[config.mk]
export PLATFORM = sky130hd
export DESIGN_NAME = cpu_control_unit
export DESIGN_NICKNAME = d
export VERILOG_FILES = /design/src/rtl/cpu_control_unit.sv
export SDC_FILE = /design/constraint.sdc
export NUM_CORES = 1
export LEC_CHECK = 0
export ABC_AREA = 1
export CAP_MARGIN = 0
export CORE_ASPECT_RATIO = 1.5
export CORE_MARGIN = 2
export CORE_UTILIZATION = 29
export CTS_CLUSTER_DIAMETER = 60
export DETAILED_ROUTE_END_ITERATION = 7
export PLACE_DENSITY = 0.78
export SYNTH_ARGS = -nofsm -noshare
export SYNTH_HDL_FRONTEND = slang
export SYNTH_SLANG_ARGS = --single-unit
[constraint.sdc]
create_clock -name clk -period 1.3 [get_ports clk]
set_input_delay 0.195 -clock clk [delete_from_list [all_inputs] [get_ports clk]]
set_output_delay 0.195 -clock clk [all_outputs]
set_load 0.02 [all_outputs]
[src/rtl/cpu_control_unit.sv]
// Hardwired Moore control unit sequencing fetch/decode/execute for the phase-2 datapath.
// State is registered; every strobe is a combinational decode of state and ir.
module cpu_control_unit #(
  parameter logic [4:0] ADD_OP = 5'b00011,
  parameter logic [4:0] SUB_OP = 5'b00100,
  parameter logic [4:0] AND_OP = 5'b00101,
  parameter logic [4:0] OR_OP  = 5'b00110
) (
  input  logic        clk,
  input  logic        clr,
  input  logic [31:0] ir,
  input  logic        mem_ready,
  output logic        PCout,
  output logic        ZLowOut,
  output logic        MDRout,
  output logic        Rout,
  output logic        BAout,
  output logic        Cout,
  output logic        MARin,
  output logic        PCin,
  output logic        MDRin,
  output logic        IRin,
  output logic        Yin,
  output logic        Zin,
  output logic        Rin,
  output logic        IncPC,
  output logic        Gra,
  output logic        Grb,
  output logic        Grc,
  output logic [4:0]  alu_op,
  output logic        Read,
  output logic        Write,
  output logic        run,
  output logic [3:0]  state
);

  localparam logic [3:0] S_RESET = 4'd0;
  localparam logic [3:0] S_T0    = 4'd1;
  localparam logic [3:0] S_T1    = 4'd2;
  localparam logic [3:0] S_T1W   = 4'd3;
  localparam logic [3:0] S_T2    = 4'd4;
  localparam logic [3:0] S_T3    = 4'd5;
  localparam logic [3:0] S_T4    = 4'd6;
  localparam logic [3:0] S_T5    = 4'd7;
  localparam logic [3:0] S_T6    = 4'd8;
  localparam logic [3:0] S_T7    = 4'd9;
  localparam logic [3:0] S_HALT  = 4'd10;

  localparam logic [4:0] OPC_LD   = 5'b00000;
  localparam logic [4:0] OPC_LDI  = 5'b00001;
  localparam logic [4:0] OPC_ST   = 5'b00010;
  localparam logic [4:0] OPC_ADDI = 5'b01100;
  localparam logic [4:0] OPC_ANDI = 5'b01101;
  localparam logic [4:0] OPC_ORI  = 5'b01110;
  localparam logic [4:0] OPC_HALT = 5'b11011;

  logic [3:0] next_state;
  logic [4:0] opcode;
  logic       is_ld, is_ldi, is_st, is_mem, is_rtype, is_imm, is_halt;
  logic [4:0] imm_op;
  logic       unused_ir_bits;

  assign opcode         = ir[31:27];
  assign unused_ir_bits = ^ir[26:0];
  assign is_ld    = (opcode == OPC_LD);
  assign is_ldi   = (opcode == OPC_LDI);
  assign is_st    = (opcode == OPC_ST);
  assign is_mem   = is_ld | is_ldi | is_st;
  assign is_rtype = (opcode == ADD_OP) | (opcode == SUB_OP) |
                    (opcode == AND_OP) | (opcode == OR_OP);
  assign is_imm   = (opcode == OPC_ADDI) | (opcode == OPC_ANDI) | (opcode == OPC_ORI);
  assign is_halt  = (opcode == OPC_HALT);

  always_comb begin
    imm_op = ADD_OP;
    if (opcode == OPC_ANDI)     imm_op = AND_OP;
    else if (opcode == OPC_ORI) imm_op = OR_OP;
  end

  always_ff @(posedge clk) begin
    if (clr) state <= S_RESET;
    else     state <= next_state;
  end

  always_comb begin
    next_state = state;
    case (state)
      S_RESET: next_state = S_T0;
      S_T0:    next_state = S_T1;
      S_T1:    next_state = mem_ready ? S_T2 : S_T1W;
      S_T1W:   next_state = mem_ready ? S_T2 : S_T1W;
      S_T2:    next_state = S_T3;
      S_T3: begin
        if (is_halt)                       next_state = S_HALT;
        else if (is_mem | is_rtype | is_imm) next_state = S_T4;
        else                               next_state = S_T0;
      end
      S_T4:    next_state = S_T5;
      S_T5:    next_state = (is_ld | is_st) ? S_T6 : S_T0;
      // ld waits for the read in T6; st waits for the write in T7
      S_T6:    next_state = is_st ? S_T7 : (is_ld ? (mem_ready ? S_T7 : S_T6) : S_T0);
      S_T7:    next_state = is_st ? (mem_ready ? S_T0 : S_T7) : S_T0;
      S_HALT:  next_state = S_HALT;
      default: next_state = S_RESET;
    endcase
  end

  always_comb begin
    {PCout, ZLowOut, MDRout, Rout, BAout, Cout} = '0;
    {MARin, PCin, MDRin, IRin, Yin, Zin, Rin}   = '0;
    {IncPC, Gra, Grb, Grc, Read, Write}         = '0;
    alu_op = '0;
    run    = (state != S_RESET) && (state != S_HALT);
    case (state)
      S_T0: begin PCout = 1'b1; MARin = 1'b1; IncPC = 1'b1; Zin = 1'b1; end
      S_T1: begin ZLowOut = 1'b1; PCin = 1'b1; Read = 1'b1; MDRin = 1'b1; end
      S_T1W: begin Read = 1'b1; MDRin = 1'b1; end
      S_T2: begin MDRout = 1'b1; IRin = 1'b1; end
      S_T3: begin
        if (is_mem) begin
          Grb = 1'b1; BAout = 1'b1; Yin = 1'b1;
        end else if (is_rtype | is_imm) begin
          Grb = 1'b1; Rout = 1'b1; Yin = 1'b1;
        end
      end
      S_T4: begin
        Zin = 1'b1;
        if (is_mem) begin
          Cout = 1'b1; alu_op = ADD_OP;
        end else if (is_rtype) begin
          Grc = 1'b1; Rout = 1'b1; alu_op = opcode;
        end else if (is_imm) begin
          Cout = 1'b1; alu_op = imm_op;
        end
      end
      S_T5: begin
        ZLowOut = 1'b1;
        if (is_ld | is_st) MARin = 1'b1;
        else begin Gra = 1'b1; Rin = 1'b1; end
      end
      S_T6: begin
        MDRin = 1'b1;
        if (is_st) begin Gra = 1'b1; Rout = 1'b1; end
        else       Read = 1'b1;
      end
      S_T7: begin
        if (is_st) Write = 1'b1;
        else begin MDRout = 1'b1; Gra = 1'b1; Rin = 1'b1; end
      end
      default: ;
    endcase
  end

endmodule
======== Word level (Yosys, flattened, before mapping) ========
Cells that the tools add are included.
W data, S select, Z words.
storage, ports and cells
  output and inout bits ................... 29
  register bits after elaboration ......... 4
  input port bits ......................... 35
  word-level logic and storage cells ...... 87
cells by class
  mux-type cells .......................... 46
  reduce and logical (&&, ||, !) cells .... 8
  bitwise operators ....................... 11
  equal/unequal tests ..................... 21
operators by type and width
  operator              number
  $pmux W4 S10          1
  $mux W1               25
  $mux W4               6
  $mux W5               4
  $eq A4 B3 Y1 const B  4
  $eq A5 B3 Y1 const B  3
  $eq A5 B4 Y1 const B  3
  $eq A4 B4 Y1 const B  3
  $mux W3               4
  $or A1 B1 Y1          11
  $eq A5 B2 Y1 const B  2
  $eq A4 B2 Y1 const B  2
  $pmux W1 S2           4
  $pmux W1 S3           2
  $reduce_or A2 Y1      3
  $eq A5 B1 Y1 const B  1
  $eq A5 B5 Y1 const B  1
  $logic_not A5 Y1      1
  $eq A4 B1 Y1 const B  1
  $logic_not A4 Y1      1
  $ne A4 B4 Y1 const B  1
  $reduce_bool A4 Y1    1
  $reduce_or A3 Y1      1
  $logic_and A1 B1 Y1   1

======== Longest topological paths before layout ========
  word-level depth ........................ 9
  depth in mapped cells ................... 9
  gate-level depth less buffers ........... 9

======== Worst setup path after synthesis ========
OpenSTA, ideal clock, no wires.
  path kind ............................... register to output
  start ................................... register state[2]
  end ..................................... output port alu_op[0]
  data arrival time ....................... 1406 ps
  stages on the path, launching flop included .. 5
  path slack .............................. -301 ps
  path buffers ............................ 0
  path through ............................ dfxtp_1 -> inv_2 -> nor2_4 -> nand3_2 -> a211oi_1
between the ends
  word-level cells in the longest chain between the ends .. 2
ends and longest elaborated chain
  what                      RTL line  RTL
  start: declaration        34        output logic [3:0] state
  start signal: assignment  82        else state <= next_state;
  $eq A4 B3 Y1              114       case (state)
  $mux W5                   114
  end: declaration          30        output logic [4:0] alu_op,
Every way passes these cells.

======== Worst setup path after layout ========
  start ................................... register state[2]
  end ..................................... output port Write
between the ends
  word-level cells in the longest chain between the ends .. 2
ends and longest elaborated chain
  what              RTL line  RTL
  $eq A4 B4 Y1      114
  $mux W1           114
  end: declaration  32        output logic Write,
Every way passes these cells.

==> impl_metrics.env <==
export IMPL_seqPwrFrac_pct=14.7
export IMPL_syn_inst=124
export IMPL_cts_root_buf="clkbuf_4"
export IMPL_ioPinCount=64
export IMPL_core_area_mm2=0.00203
export IMPL_ys_seq_area_share_pct=12.9
export IMPL_timing_rr_start="state[2]$_SDFF_PP0_"
export IMPL_insertion_delay_ns=0.25
export IMPL_wl_per_cell_um=17.8
export IMPL_dpl_hpwl_mm=2.02
export IMPL_crit_required_ns=1.11
export IMPL_io_buffers=34
export IMPL_largest_reg_flops=4
export IMPL_row_count=20
export IMPL_drv_cap=0
export IMPL_fmax_mhz=628
export IMPL_clk_path_buf_depth=2
export IMPL_synth_ff_type="dfxtp_1"
export IMPL_worstPathArrival_ns=1.40
export IMPL_crit_type="reg -> out"
export IMPL_hp_start="clr"
export IMPL_place_congestion=0.924
export IMPL_p_per_area_mw_per_mm2=833
export IMPL_status="finished with violations"
export IMPL_switchingPower_uw=667
export IMPL_multi_input_area_um2=658
export IMPL_startpoint_type="flip-flop"
export IMPL_start_util_pct=30.6
export IMPL_routed_wl_mm=4.18
export IMPL_post_route_period_util_pct=123
export IMPL_drt_pass1_iterations=4
export IMPL_hold_buffers=0
export IMPL_setup_viol=25
export IMPL_n_antenna_cell=0
export IMPL_async_reset_ff_share_pct=0
export IMPL_synth_area_top_cells="nand2_1 (20%), dfxtp_1 (13%), nor2_1 (12%), nand3_1 (11%), inv_1 (8.5%)"
export IMPL_die_w_um=41.8
export IMPL_clock_sinks=4
export IMPL_htreeDepth=1
export IMPL_numCtsBuffers=3
export IMPL_vias_per_cell=5.35
export IMPL_first_iter_violations=35
export IMPL_fin_crit_ns=1.59
export IMPL_reg_largest_list="state: 4 flops"
export IMPL_syn_cell_area_um2=621
export IMPL_rrSetupSlack_ns=-0.18
export IMPL_critPathLaunch="state[2]$_SDFF_PP0_"
export IMPL_ant_nets=0
export IMPL_fin_ws_ns=-0.293
export IMPL_hp_class="in -> reg"
export IMPL_irDropWorstVdd_uv=549
export IMPL_ys_types=20
export IMPL_synth_area_leader_cell="nand2_1"
export IMPL_rr_worst_depth=11
export IMPL_track_usage_pct=27.4
export IMPL_cts_tree="done"
export IMPL_netlist_area_leader_share_pct=20.0
export IMPL_regMostFlops="state"
export IMPL_num_vias=1252
export IMPL_synth_avg_cell_area_um2=5.00
export IMPL_slew_viol_final=0
export IMPL_grt_max_degree=7
export IMPL_antenna_found_initial=0
export IMPL_worst_path_max_fanout=4
export IMPL_hold_violations=0
export IMPL_switching_share_pct=47.3
export IMPL_clk_pin_slew_worst_paths_ns=0.04
export IMPL_cp_endpoint="Write"
export IMPL_fin_skew_ns=0.00302
export IMPL_r2r_end="state[3]$_SDFF_PP0_"
export IMPL_dieArea_mm2=0.00253
export IMPL_die_h_um=60.7
export IMPL_violations="setup timing"
export IMPL_worstSetupEndpointType="output pin"
export IMPL_grt_overflow_total=0
export IMPL_ys_seq_elements=4
export IMPL_p_leak_uw=0.000906
export IMPL_drive_above_1_share_pct=71.7
export IMPL_power_share_clock_pct=12.8
export IMPL_fillers=125
export IMPL_pwr_share_comb_pct=72.5
export IMPL_route_detailed_drc=0
export IMPL_grt_first_pass_wirelength_mm=5.19
export IMPL_synth_edf_count=0
export IMPL_dpl_worst_slack_ns=-0.902
export IMPL_area_growth_pct=173
export IMPL_ys_warnings_count=0
export IMPL_power_internal_uw=744
export IMPL_num_nets_final=248
export IMPL_rsz0062_at_grt="true"
export IMPL_timing_hold_ws_ns=0.509
export IMPL_seq_area_um2=95.1
export IMPL_grt_pass1_vias=1234
## final cells by class
cell class,count,share of cell area [%]
tap,22,1.62
clock buffer,4,1.55
inverter,24,6.06
multi-input combinational,93,38.8
timing repair buffer,87,46.3
sequential,4,5.61
## worst min-delay path by stage
| stage | to | slack (ns) | cells after the start |
|---|---|---|---|
| after global placement | state[2]$_SDFF_PP0_ | 0.63 | 3 |
| final | state[2]$_SDFF_PP0_ | 0.51 | 2 |
| after floorplan | state[2]$_SDFF_PP0_ | 0.25 | 1 |
| after detailed placement | state[2]$_SDFF_PP0_ | 0.63 | 3 |
| after global routing | state[2]$_SDFF_PP0_ | 0.52 | 2 |
| after CTS | state[2]$_SDFF_PP0_ | 0.50 | 2 |
## power groups by stage
stage	clock [uW]	combinational [uW]	sequential, uW
floorplan	0	323	200
global placement	0	677	181
detailed placement	0	690	183
CTS	185	761	186
global route	194	1060	208
finish	181	1020	207
## cell usage in the layout (no fill, tap or decap), drive strengths merged
cell type	instances
a211oi	1
a21oi	6
a31oi	1
buf	78
clkbuf	5
clkdlybuf4s15	4
clkdlybuf4s50	2
clkinv	1
conb	2
dfxtp	4
dlygate4sd2	2
inv	23
nand2	33
nand3	15
nor2	27
nor3	1
o21ai	6
or2	1
## cells by family (layout without fill, tap and decap cells)
group,Yosys count,after routing,synth area share (%)
AND/OR/NAND/NOR,77,77,54.6
buffers and inverters,28,115,19.4
AO/OA/AOI/OAI,14,14,12.5
flip-flops,4,4,12.9
other,1,2,0.604
## worst max-delay path, cell delays in order, from the launching register on
cell	delay, ns
dfxtp_4	0.37
buf_6	0.12
nor2_4	0.16
nand2_2	0.12
buf_4	0.16
nor2_2	0.09
buf_6	0.13
## stage by stage
step           cell area, um2  TNS, ns  std cells  total power, uW  util (%)
6_report                 1690    -4.96        234             1410      83.6
5_1_grt                  1690    -5.90        234             1460      83.6
4_1_cts                  1460    -3.85        225             1130      71.8
3_5_place_dp             1230   -16.35        209              873      60.7
3_3_place_gp             1230   -15.42        209              858      60.7
2_1_floorplan             652        0        125              523         -
## timing repair
item | in CTS | in global routing
setup endpoints to repair | 31 | 27
gates cloned | 0 | 0
gates resized for setup | 169 | 62
buffers inserted | 13 | 10
pin swaps | 13 | 16
## cells in the mapped netlist (2+ instances only)
| master | number |
|---|---|
| nand2_1 | 33 |
| nor2_1 | 20 |
| inv_1 | 14 |
| nand3_1 | 14 |
| inv_2 | 8 |
| nor2_2 | 6 |
| a21oi_1 | 5 |
| buf_4 | 4 |
| dfxtp_1 | 4 |
| o21ai_0 | 4 |
| clkinv_1 | 2 |
| o21ai_1 | 2 |
## metal layers
layer	wire length, um	GRT usage (%)
met5	0	0
met4	296	23.0
met3	194	3.87
met2	2300	56.0
met1	1390	22.8
No activity file was read; power rests on OpenSTA's default activity.
